[config.mk]
export PLATFORM = sky130hd
export DESIGN_NAME = ex_stage
export DESIGN_NICKNAME = d
export VERILOG_FILES = /design/src/rtl/cpu_pkg.sv /design/src/rtl/mul_div_iter.sv /design/src/rtl/ex_stage.sv
export SDC_FILE = /design/constraint.sdc
export NUM_CORES = 1
export LEC_CHECK = 0
export CAP_MARGIN = 10
export CORE_MARGIN = 4
export CORE_UTILIZATION = 52
export CTS_CLUSTER_DIAMETER = 150
export DETAILED_ROUTE_END_ITERATION = 12
export PLACE_DENSITY = 0.78
export SETUP_SLACK_MARGIN = 0.2
export SLEW_MARGIN = 20
export SYNTH_ARGS = -nofsm -noshare
export SYNTH_HDL_FRONTEND = slang
export SYNTH_HIERARCHICAL = 1
export SYNTH_SLANG_ARGS = --single-unit
[constraint.sdc]
create_clock -name clk -period 2.5 [get_ports clk]
set_input_delay 0.375 -clock clk [delete_from_list [all_inputs] [get_ports clk]]
set_output_delay 0.375 -clock clk [all_outputs]
set_load 0.005 [all_outputs]
[src/rtl/cpu_pkg.sv]
`default_nettype none
// ============================================================================
// Module      : cpu_pkg
// Description : Shared types for the 8-bit accumulator pipeline: ALU opcode
//               encoding, execute-stage FSM states and decode helpers.
// Revision    : 1.0 - initial release
// ============================================================================
package cpu_pkg;

  localparam int WIDTH = 8;

  typedef enum logic [3:0] {
    ALU_ADD   = 4'd0,
    ALU_SUB   = 4'd1,
    ALU_AND   = 4'd2,
    ALU_OR    = 4'd3,
    ALU_XOR   = 4'd4,
    ALU_NOT   = 4'd5,
    ALU_SHL   = 4'd6,
    ALU_SHR   = 4'd7,
    ALU_PASSB = 4'd8,
    ALU_PASSA = 4'd9,
    ALU_MUL   = 4'd10,
    ALU_DIV   = 4'd11
  } alu_op_t;

  typedef enum logic [1:0] {
    IDLE = 2'd0,
    BUSY = 2'd1,
    DONE = 2'd2
  } ex_state_t;

  // Opcodes that go through the iterative engine instead of the 1-cycle ALU.
  function automatic logic is_mul_div(input logic [3:0] op);
    return (op == ALU_MUL) || (op == ALU_DIV);
  endfunction

  // Codes 12..15 execute as PASSA but must never write anything.
  function automatic logic is_reserved(input logic [3:0] op);
    return op >= 4'd12;
  endfunction

endpackage
`default_nettype wire

[src/rtl/mul_div_iter.sv]
`default_nettype none
// ============================================================================
// Module      : mul_div_iter
// Description : Iterative unsigned engine, one step per clock. MUL uses
//               shift-add (16-bit product in {hi,lo}); DIV uses restoring
//               division (quotient in lo, remainder in hi).
// Revision    : 1.0 - initial release
// ============================================================================
module mul_div_iter
  import cpu_pkg::*;
#(
  parameter int WIDTH = cpu_pkg::WIDTH,
  parameter int ITER  = WIDTH            // must equal WIDTH
) (
  input  logic             clk,
  input  logic             rst,          // synchronous, active-low
  input  logic             start,
  input  logic             abort,
  input  logic             is_div,
  input  logic [WIDTH-1:0] a,
  input  logic [WIDTH-1:0] b,
  output logic             done,
  output logic [WIDTH-1:0] lo,
  output logic [WIDTH-1:0] hi,
  output logic             dz
);

  localparam int CNT_W = $clog2(ITER) + 1;

  logic             run_q, run_d;
  logic [CNT_W-1:0] cnt_q, cnt_d;
  logic             div_q, div_d;
  logic             dz_q, dz_d;
  logic [WIDTH-1:0] hi_q, hi_d;
  logic [WIDTH-1:0] lo_q, lo_d;
  logic [WIDTH-1:0] b_q, b_d;
  logic [WIDTH:0]   msum;
  logic [WIDTH:0]   rshift;
  logic             last;

  // The final iteration is being performed this cycle.
  assign last = run_q && (cnt_q == CNT_W'(ITER - 1));

  // Load on start, then one multiply or divide step per cycle until ITER done.
  always_comb begin
    run_d  = run_q;
    cnt_d  = cnt_q;
    div_d  = div_q;
    dz_d   = dz_q;
    hi_d   = hi_q;
    lo_d   = lo_q;
    b_d    = b_q;
    msum   = {1'b0, hi_q} + (lo_q[0] ? {1'b0, b_q} : '0);
    rshift = {hi_q, lo_q[WIDTH-1]};
    if (abort) begin
      run_d = 1'b0;
      cnt_d = '0;
    end else if (start) begin
      run_d = 1'b1;
      cnt_d = '0;
      div_d = is_div;
      dz_d  = is_div && (b == '0);
      hi_d  = '0;
      lo_d  = a;
      b_d   = b;
    end else if (run_q) begin
      cnt_d = cnt_q + CNT_W'(1);
      if (last) begin
        run_d = 1'b0;
      end
      if (div_q) begin
        // With b=0 every trial subtract succeeds, so the quotient becomes all
        // ones and the dividend shifts whole into the remainder register.
        lo_d = {lo_q[WIDTH-2:0], 1'b0};
        if (rshift >= {1'b0, b_q}) begin
          hi_d    = WIDTH'(rshift - {1'b0, b_q});
          lo_d[0] = 1'b1;
        end else begin
          hi_d = rshift[WIDTH-1:0];
        end
      end else begin
        hi_d = msum[WIDTH:1];
        lo_d = {msum[0], lo_q[WIDTH-1:1]};
      end
    end
  end

  // Engine state register.
  always_ff @(posedge clk) begin
    if (!rst) begin
      run_q <= 1'b0;
      cnt_q <= '0;
      div_q <= 1'b0;
      dz_q  <= 1'b0;
      hi_q  <= '0;
      lo_q  <= '0;
      b_q   <= '0;
    end else begin
      run_q <= run_d;
      cnt_q <= cnt_d;
      div_q <= div_d;
      dz_q  <= dz_d;
      hi_q  <= hi_d;
      lo_q  <= lo_d;
      b_q   <= b_d;
    end
  end

  assign done = last;
  assign lo   = lo_q;
  assign hi   = hi_q;
  assign dz   = dz_q;

endmodule
`default_nettype wire

[src/rtl/ex_stage.sv]
`default_nettype none
// ============================================================================
// Module      : ex_stage
// Description : Execute stage of the 8-bit accumulator pipeline. Single-cycle
//               ALU ops register in one cycle; MUL/DIV hand off to the
//               iterative engine and stall upstream until the result is ready.
// Revision    : 1.0 - initial release
// ============================================================================
module ex_stage
  import cpu_pkg::*;
#(
  parameter int WIDTH = cpu_pkg::WIDTH,
  parameter int ITER  = WIDTH            // must equal WIDTH
) (
  input  logic             clk,
  input  logic             rst,          // synchronous, active-low
  input  logic             in_valid,
  input  logic [3:0]       opcode,
  input  logic [WIDTH-1:0] operand_a,
  input  logic [WIDTH-1:0] operand_b,
  input  logic [WIDTH-1:0] data_in,
  input  logic             mem_we_in,
  input  logic             acc_we_in,
  input  logic             acc_control_in,
  input  logic             flush,
  output logic             stall,
  output logic             out_valid,
  output logic [WIDTH-1:0] alu_result_out,
  output logic [WIDTH-1:0] aux_out,
  output logic [WIDTH-1:0] acc_out,
  output logic [WIDTH-1:0] data_out,
  output logic             mem_we_out,
  output logic             acc_we_out,
  output logic             acc_control_out,
  output logic             carry_out,
  output logic             zero_out,
  output logic             dz_out
);

  ex_state_t        state_q, state_d;
  logic             out_valid_q, out_valid_d;
  logic [WIDTH-1:0] alu_result_q, alu_result_d;
  logic [WIDTH-1:0] aux_q, aux_d;
  logic [WIDTH-1:0] acc_q, acc_d;
  logic [WIDTH-1:0] data_q, data_d;
  logic             mem_we_q, mem_we_d;
  logic             acc_we_q, acc_we_d;
  logic             acc_control_q, acc_control_d;
  logic             carry_q, carry_d;
  logic             zero_q, zero_d;
  logic             dz_q, dz_d;
  // Instruction fields held for the duration of a MUL/DIV.
  logic [WIDTH-1:0] lat_acc_q, lat_acc_d;
  logic [WIDTH-1:0] lat_data_q, lat_data_d;
  logic             lat_mem_we_q, lat_mem_we_d;
  logic             lat_acc_we_q, lat_acc_we_d;
  logic             lat_acc_control_q, lat_acc_control_d;
  logic             lat_is_div_q, lat_is_div_d;

  logic [WIDTH:0]   sum_ext;
  logic [WIDTH:0]   dif_ext;
  logic [WIDTH-1:0] alu_res;
  logic             alu_carry;
  logic             eng_start;
  logic             eng_done;
  logic [WIDTH-1:0] eng_lo;
  logic [WIDTH-1:0] eng_hi;
  logic             eng_dz;

  mul_div_iter #(
    .WIDTH (WIDTH),
    .ITER  (ITER)
  ) u_mul_div_iter (
    .clk    (clk),
    .rst    (rst),
    .start  (eng_start),
    .abort  (flush),
    .is_div (opcode == ALU_DIV),
    .a      (operand_a),
    .b      (operand_b),
    .done   (eng_done),
    .lo     (eng_lo),
    .hi     (eng_hi),
    .dz     (eng_dz)
  );

  // Single-cycle ALU; reserved codes fall through to PASSA.
  always_comb begin
    sum_ext   = {1'b0, operand_a} + {1'b0, operand_b};
    dif_ext   = {1'b0, operand_a} - {1'b0, operand_b};
    alu_res   = operand_a;
    alu_carry = 1'b0;
    case (opcode)
      ALU_ADD: begin
        alu_res   = sum_ext[WIDTH-1:0];
        alu_carry = sum_ext[WIDTH];
      end
      ALU_SUB: begin
        alu_res   = dif_ext[WIDTH-1:0];
        alu_carry = dif_ext[WIDTH];          // borrow: a < b
      end
      ALU_AND:   alu_res = operand_a & operand_b;
      ALU_OR:    alu_res = operand_a | operand_b;
      ALU_XOR:   alu_res = operand_a ^ operand_b;
      ALU_NOT:   alu_res = ~operand_a;
      ALU_SHL: begin
        alu_res   = {operand_a[WIDTH-2:0], 1'b0};
        alu_carry = operand_a[WIDTH-1];
      end
      ALU_SHR: begin
        alu_res   = {1'b0, operand_a[WIDTH-1:1]};
        alu_carry = operand_a[0];
      end
      ALU_PASSB: alu_res = operand_b;
      default:   alu_res = operand_a;
    endcase
  end

  // Upstream holds while a MUL/DIV is being accepted or is iterating.
  assign stall = rst && !flush &&
                 (((state_q == IDLE) && in_valid && is_mul_div(opcode)) ||
                  (state_q == BUSY));

  // Next-state and output-register logic; every default is a bubble.
  always_comb begin
    state_d           = state_q;
    eng_start         = 1'b0;
    out_valid_d       = 1'b0;
    mem_we_d          = 1'b0;
    acc_we_d          = 1'b0;
    acc_control_d     = 1'b0;
    carry_d           = 1'b0;
    zero_d            = 1'b0;
    dz_d              = 1'b0;
    alu_result_d      = alu_result_q;
    aux_d             = aux_q;
    acc_d             = acc_q;
    data_d            = data_q;
    lat_acc_d         = lat_acc_q;
    lat_data_d        = lat_data_q;
    lat_mem_we_d      = lat_mem_we_q;
    lat_acc_we_d      = lat_acc_we_q;
    lat_acc_control_d = lat_acc_control_q;
    lat_is_div_d      = lat_is_div_q;
    if (flush) begin
      state_d = IDLE;
    end else begin
      case (state_q)
        IDLE: begin
          if (in_valid) begin
            if (is_mul_div(opcode)) begin
              eng_start         = 1'b1;
              state_d           = BUSY;
              lat_acc_d         = operand_a;
              lat_data_d        = data_in;
              lat_mem_we_d      = mem_we_in;
              lat_acc_we_d      = acc_we_in;
              lat_acc_control_d = acc_control_in;
              lat_is_div_d      = (opcode == ALU_DIV);
            end else begin
              out_valid_d   = 1'b1;
              alu_result_d  = alu_res;
              aux_d         = '0;
              carry_d       = alu_carry;
              zero_d        = (alu_res == '0);
              acc_d         = operand_a;
              data_d        = data_in;
              mem_we_d      = mem_we_in && !is_reserved(opcode);
              acc_we_d      = acc_we_in && !is_reserved(opcode);
              acc_control_d = acc_control_in;
            end
          end
        end
        BUSY: begin
          if (eng_done) begin
            state_d = DONE;
          end
        end
        DONE: begin
          state_d       = IDLE;
          out_valid_d   = 1'b1;
          alu_result_d  = eng_lo;
          aux_d         = eng_hi;
          carry_d       = !lat_is_div_q && (eng_hi != '0);
          zero_d        = (eng_lo == '0);
          dz_d          = eng_dz;
          acc_d         = lat_acc_q;
          data_d        = lat_data_q;
          mem_we_d      = lat_mem_we_q;
          acc_we_d      = lat_acc_we_q && !eng_dz;
          acc_control_d = lat_acc_control_q;
        end
        default: state_d = IDLE;
      endcase
    end
  end

  // State and EX/WB output registers.
  always_ff @(posedge clk) begin
    if (!rst) begin
      state_q           <= IDLE;
      out_valid_q       <= 1'b0;
      alu_result_q      <= '0;
      aux_q             <= '0;
      acc_q             <= '0;
      data_q            <= '0;
      mem_we_q          <= 1'b0;
      acc_we_q          <= 1'b0;
      acc_control_q     <= 1'b0;
      carry_q           <= 1'b0;
      zero_q            <= 1'b0;
      dz_q              <= 1'b0;
      lat_acc_q         <= '0;
      lat_data_q        <= '0;
      lat_mem_we_q      <= 1'b0;
      lat_acc_we_q      <= 1'b0;
      lat_acc_control_q <= 1'b0;
      lat_is_div_q      <= 1'b0;
    end else begin
      state_q           <= state_d;
      out_valid_q       <= out_valid_d;
      alu_result_q      <= alu_result_d;
      aux_q             <= aux_d;
      acc_q             <= acc_d;
      data_q            <= data_d;
      mem_we_q          <= mem_we_d;
      acc_we_q          <= acc_we_d;
      acc_control_q     <= acc_control_d;
      carry_q           <= carry_d;
      zero_q            <= zero_d;
      dz_q              <= dz_d;
      lat_acc_q         <= lat_acc_d;
      lat_data_q        <= lat_data_d;
      lat_mem_we_q      <= lat_mem_we_d;
      lat_acc_we_q      <= lat_acc_we_d;
      lat_acc_control_q <= lat_acc_control_d;
      lat_is_div_q      <= lat_is_div_d;
    end
  end

  assign out_valid       = out_valid_q;
  assign alu_result_out  = alu_result_q;
  assign aux_out         = aux_q;
  assign acc_out         = acc_q;
  assign data_out        = data_q;
  assign mem_we_out      = mem_we_q;
  assign acc_we_out      = acc_we_q;
  assign acc_control_out = acc_control_q;
  assign carry_out       = carry_q;
  assign zero_out        = zero_q;
  assign dz_out          = dz_q;

endmodule
`default_nettype wire

## After elaboration in Yosys (flattened, before gate mapping)

Index checks and enable logic that the tools add are counted.

- $add $sub $neg: 5
- $lt $le $gt $ge: 2
- Equal/unequal tests: 17
- Mux-type cells: 52
- Bitwise gates (word level): 7
- Reduce and logical (&&, ||, !) cells: 32

Operators by type and width:

| kind | count |
|---|---|
| 2-to-1 mux 8 bit | 16 |
| case mux 8 bit (9 select lines) | 1 |
| case mux 8 bit (2 select lines) | 4 |
| zero test 8 bit | 3 |
| equality test 4 x 3 -> 1 bit (second input constant) | 5 |
| 2-to-1 mux 1 bit | 20 |
| adder 8 x 8 -> 9 bit | 2 |
| equality test 4 bit (second input constant) | 3 |
| case mux 1 bit (2 select lines) | 6 |
| logical AND 1 bit | 10 |
| >= comparator 9 x 8 -> 1 bit | 1 |
| subtractor 8 x 8 -> 9 bit | 1 |
| bitwise AND 8 bit | 1 |
| equality test 4 x 2 -> 1 bit (second input constant) | 2 |
| inverter 8 bit | 1 |
| OR 8 bit | 1 |
| AND reduction 4 bit | 2 |
| nonzero test 8 bit | 1 |
| subtractor 8 bit | 1 |
| bitwise XOR 8 bit | 1 |
| 2-to-1 mux 2 bit | 3 |
| != test 2 bit (second input constant) | 3 |
| OR reduction 3 bit | 2 |
| adder 4 x 1 -> 4 bit (second input constant) | 1 |
| other kinds (16) | 24 |

- Flip-flop bits (word level): 92
- Input port bits: 35
- Output and inout bits: 40
- Logic and storage cells: 140

## Depth between registers and ports, before layout

- Depth after elaboration: 8
- Gate-level depth with buffers: 12
- Depth with buffers taken out: 10

## Modules after synthesis

Netlist, hierarchy kept.

By module, submodules not included:

| module | instances | cells each | area an instance (um^2) |
|---|---|---|---|
| ex_stage | 1 | 551 | 4,061.4 |
| mul_div_iter | 1 | 308 | 2,469.9 |

## Least setup slack after synthesis

No wires, ideal clock.

- Path kind: input to register
- From: input port opcode[2]
- To: register u_mul_div_iter.hi_q[3] (netlist: u_mul_div_iter/hi[3])
- Library setup time: 122 ps
- Arrival time: 2,507 ps
- Data required time: 2,378 ps
- Slack: -129 ps
- Stages: 11
- Path buffers: 4
- Path through: buf_2 > nand3b_1 > or4_1 > inv_1 > clkbuf_1 > buf_6 > o21bai_4 > buf_2 > nand3_1 > o31ai_1 > a311o_1

- Longest elaborated chain between the ends: 8

RTL lines:

| element | RTL line | text |
|---|---|---|
| start: declaration | ex_stage.sv:18 | `input logic [3:0] opcode,` |
| equality test 4 bit | cpu_pkg.sv:35 | `return (op == ALU_MUL) \|\| (op == ALU_DIV);` |
| logical OR 1 bit * | cpu_pkg.sv:35 |  |
| 2-to-1 mux 1 bit * | ex_stage.sv:151 | `if (is_mul_div(opcode)) begin` |
| 2-to-1 mux 1 bit * | ex_stage.sv:150 | `if (in_valid) begin` |
| 2-to-1 mux 1 bit * | ex_stage.sv:148 | `case (state_q)` |
| 2-to-1 mux 1 bit * | ex_stage.sv:145 | `if (flush) begin` |
| via eng_start | ex_stage.sv:64 | `logic eng_start;` |
| nonzero test 2 bit (no line) | n/a |  |
| AND reduction 2 bit (no line) | n/a |  |
| end signal: assignment | mul_div_iter.sv:103 | `hi_q <= hi_d;` |
| end: declaration | mul_div_iter.sv:34 | `logic [WIDTH-1:0] hi_q, hi_d;` |

Mark *: on every way through the listed nets, which the timed path passes. The rest lies on a longest branch.
A chain may end at the register's enable or synchronous reset.

## Worst setup path after layout

- From: input port operand_b[5]
- To: register zero_q (netlist: zero_out)

- Longest elaborated chain between the ends: 6

RTL lines:

| element | RTL line | text |
|---|---|---|
| start: declaration | ex_stage.sv:20 | `input logic [WIDTH-1:0] operand_b,` |
| subtractor 8 x 8 -> 9 bit (tied with other cells) | ex_stage.sv:90 | `dif_ext = {1'b0, operand_a} - {1'b0, operand_b};` |
| case mux 8 bit (9 select lines) * | ex_stage.sv:93 | `case (opcode)` |
| zero test 8 bit * | ex_stage.sv:165 | `zero_d = (alu_res == '0);` |
| 2-to-1 mux 1 bit * | ex_stage.sv:151 |  |
| 2-to-1 mux 1 bit * | ex_stage.sv:150 |  |
| case mux 1 bit (2 select lines) * | ex_stage.sv:148 |  |
| end signal: assignment | ex_stage.sv:230 | `zero_q <= zero_d;` |
| end: declaration | ex_stage.sv:50 | `logic zero_q, zero_d;` |

Every way passes the cells marked *; elsewhere a longest branch is shown, timed or not.

==> metrics <==
status=complete, no violations; routed wire length=22,000 um; Die X-Extent=120 um; # fillers=890; initial antenna violation count=0; via count=7,280; first-pass GRT wire length=34,800 um; DP Area=8190 um2; Num CTS Buffers=9; area occupied by multi-input gates=4630 um2; post-route setup slack=139 ps; GPL Wtd Cong=0.973; antenna cells=0; Finished Cell Area=8930 um2; EDFF count, synth=0; die footprint=14,400 um2; HP Class=register to register; routed vias/inst=6.10; RSZ-0062 raised after global routing=true; ys flop type=dfxtp_1; Max Cap Viol=0; Area Growth Syn to Fin=36.7%; largest net degree at the start of global routing=53; most frequent cell after synthesis=nand2_1; final hold vios=0; synth unique cells=85; Initial DRC Count=997; hold_buf cts=0; Post-DRT Antenna Nets=0; biggest area consumer among synthesized cells=dfxtp_1; Synth Net Count=939; Synth top area share=0.282; Critical Path Source Type=input port; post-synthesis sequential area ratio=0.282; Synthesis Warnings=6; final worst-path cycle share=0.944; final setup vio count=0; Reg area=1850 um2; Max-Slew Margin vs Limit=0.494; vias in the first global route=6,782; DPL Wire Length=15,400 um; initial core utilization=0.537; leading post-synthesis cells by cell area=dfxtp_1 28%, nand2_1 8.2%, ha_1 7.9%, a21oi_1 5.4%, nor2_1 4.3%; Post-Syn Area=6530 um2; measured slew at the worst slew-check pin=753 ps; core area=12,200 um2; Async S/R FF share, synth=0; Clock transition at path regs=70 ps; Layout Utilization=0.734; crit end category=register; WP data arrival=2620 ps; Clock Path Buffers=2; H-Tree Depth=3; cell count after synthesis=859; Max VDD drop=0.000309 V; CTS root buffer=clkbuf_16; fraction of layout cells with a size suffix above 1=0.242; GR Overflow Total=0; Num Clock Sinks=92; Skew-Pair Late Insertion Delay=340 ps; Final Skew=8.37 ps; WHS=453 ps; Die H=120 um; CP required=2760 ps; NumNets Final=1,101; CTS tree=yes; commonest cells in the netlist=143 x nand2_1, 92 x dfxtp_1, 74 x nor2_1; input/output buffers=74; f_max=424 MHz; mean area per synthesized cell=7.60 um2; Leakage=0.00349 uW; WS Path Type=input port to register; Total GRT Usage=0.296; # DRC=0; Final Max Tran Viols=0; # IOs=75; routed length per instance=18.4 um; Core Rows=40; crit path time final=2360 ps; crit-path max FO=3; P per Cell Area=419 nW/um2; FF+latch count, synth=92; First-pass DRT Iterations=8; Setup WS pre-CTS=-643 ps
-- flip-flops by register name, indices dropped and copies added, names as in the netlist, 2 cells and up --
name	count
acc_out	8
alu_result_out	8
aux_out	8
data_out	8
lat_acc_q	8
lat_data_q	8
state_q	2
u_mul_div_iter/b_q	8
u_mul_div_iter/cnt_q	4
u_mul_div_iter/hi	8
u_mul_div_iter/lo	8
-- layer usage --
layer / up-vias / part of all wire / global-route usage
li1: 3425 / - / -
met1: 3386 / 0.41 / 0.404
met2: 412 / 0.46 / 0.473
met3: 57 / 0.093 / 0.0363
met4: 0 / 0.030 / 0.118
met5: - / 0 / 0
-- cell families (layout without fill, tap and decap cells) --
| logic type | count (synthesis) | count (layout) | synth area share |
|---|---|---|---|
| AND/OR/NAND/NOR | 352 | 352 | 0.255 |
| AO/OA/AOI/OAI | 245 | 245 | 0.267 |
| multiplexers | 19 | 19 | 0.0312 |
| flip-flops | 92 | 92 | 0.282 |
| adder cells (fa/ha/maj) | 45 | 45 | 0.0908 |
| buffers and inverters | 100 | 267 | 0.0657 |
| XOR/XNOR | 6 | 6 | 0.00805 |
-- repair_timing --
| action | 4_1_cts | 5_1_grt |
|---|---|---|
| endpoints found under the hold margin | 0 | 0 |
| pin swaps | 33 | 13 |
| endpoints found under the setup margin | 22 | 16 |
| gates resized for setup | 92 | 30 |
| buffers inserted | 13 | 1 |
-- worst paths after layout --
kind                      startpoint  slack [ps]  cells after the start                                 to
max                     operand_b[5]         140                     10                zero_out$_SDFF_PN0_
min          aux_out[7]$_SDFFE_PN0P_         450                      2            aux_out[7]$_SDFFE_PN0P_
max reg2reg  state_q[1]$_SDFFE_PN0P_         260                      9  u_mul_div_iter/hi[5]$_SDFFE_PN0P_
min reg2reg  aux_out[7]$_SDFFE_PN0P_         450                      2            aux_out[7]$_SDFFE_PN0P_
-- cell type report --
| type | count | share of cell area |
|---|---|---|
| multi-input cells | 667 | 0.518 |
| flip-flops and latches | 92 | 0.207 |
| repair buffers | 207 | 0.200 |
| clock buffers | 9 | 0.0252 |
| well taps | 168 | 0.0235 |
| inverters | 44 | 0.0191 |
| clock inverters | 7 | 0.00715 |
-- power by group --
part	internal (uW)	switching [uW]
combinational	434	454
sequential	1500	20.2
clock	701	631
total	2630	1110
-- metrics by stage --
stage               total power, uW  TNS (ps)  instances
global placement               2290     -5810       1164
global route                   3880         0       1194
finish                         3740         0       1194
CTS                            3690         0       1193
detailed placement             2300     -7020       1164
floorplan                      1920         0        859
-- worst max-delay path, cell delays in order --
cell,delay [ps]
clkdlybuf4s50_1,480
inv_1,110
ha_4,310
buf_4,120
nor3_2,40
a211oi_1,260
nor4_2,130
o32a_1,380
or2_4,260
o31ai_2,150
-- cell usage in the layout, fill, tap and decap left out, types with 5 or more instances in the layout --
master             n
a211oi_1          10
a21boi_0          10
a21oi_1           69
a311oi_1          20
a31oi_1            7
and2_1            16
and3_1             5
buf_4            123
buf_6              8
clkbuf_16          9
clkdlybuf4s50_1   57
dfxtp_1           88
dlygate4sd2_1     10
ha_1              28
ha_4              10
inv_1             32
inv_2             10
mux2i_1           17
nand2_1          142
nand2b_1           7
nand3_1           22
nand4_1           10
nor2_1            71
nor3_1            18
nor3_2             5
nor4_1            11
o211ai_1          10
o21ai_0           30
o21ai_1            6
o22ai_1            5
No activity file was read; power rests on OpenSTA's default activity.
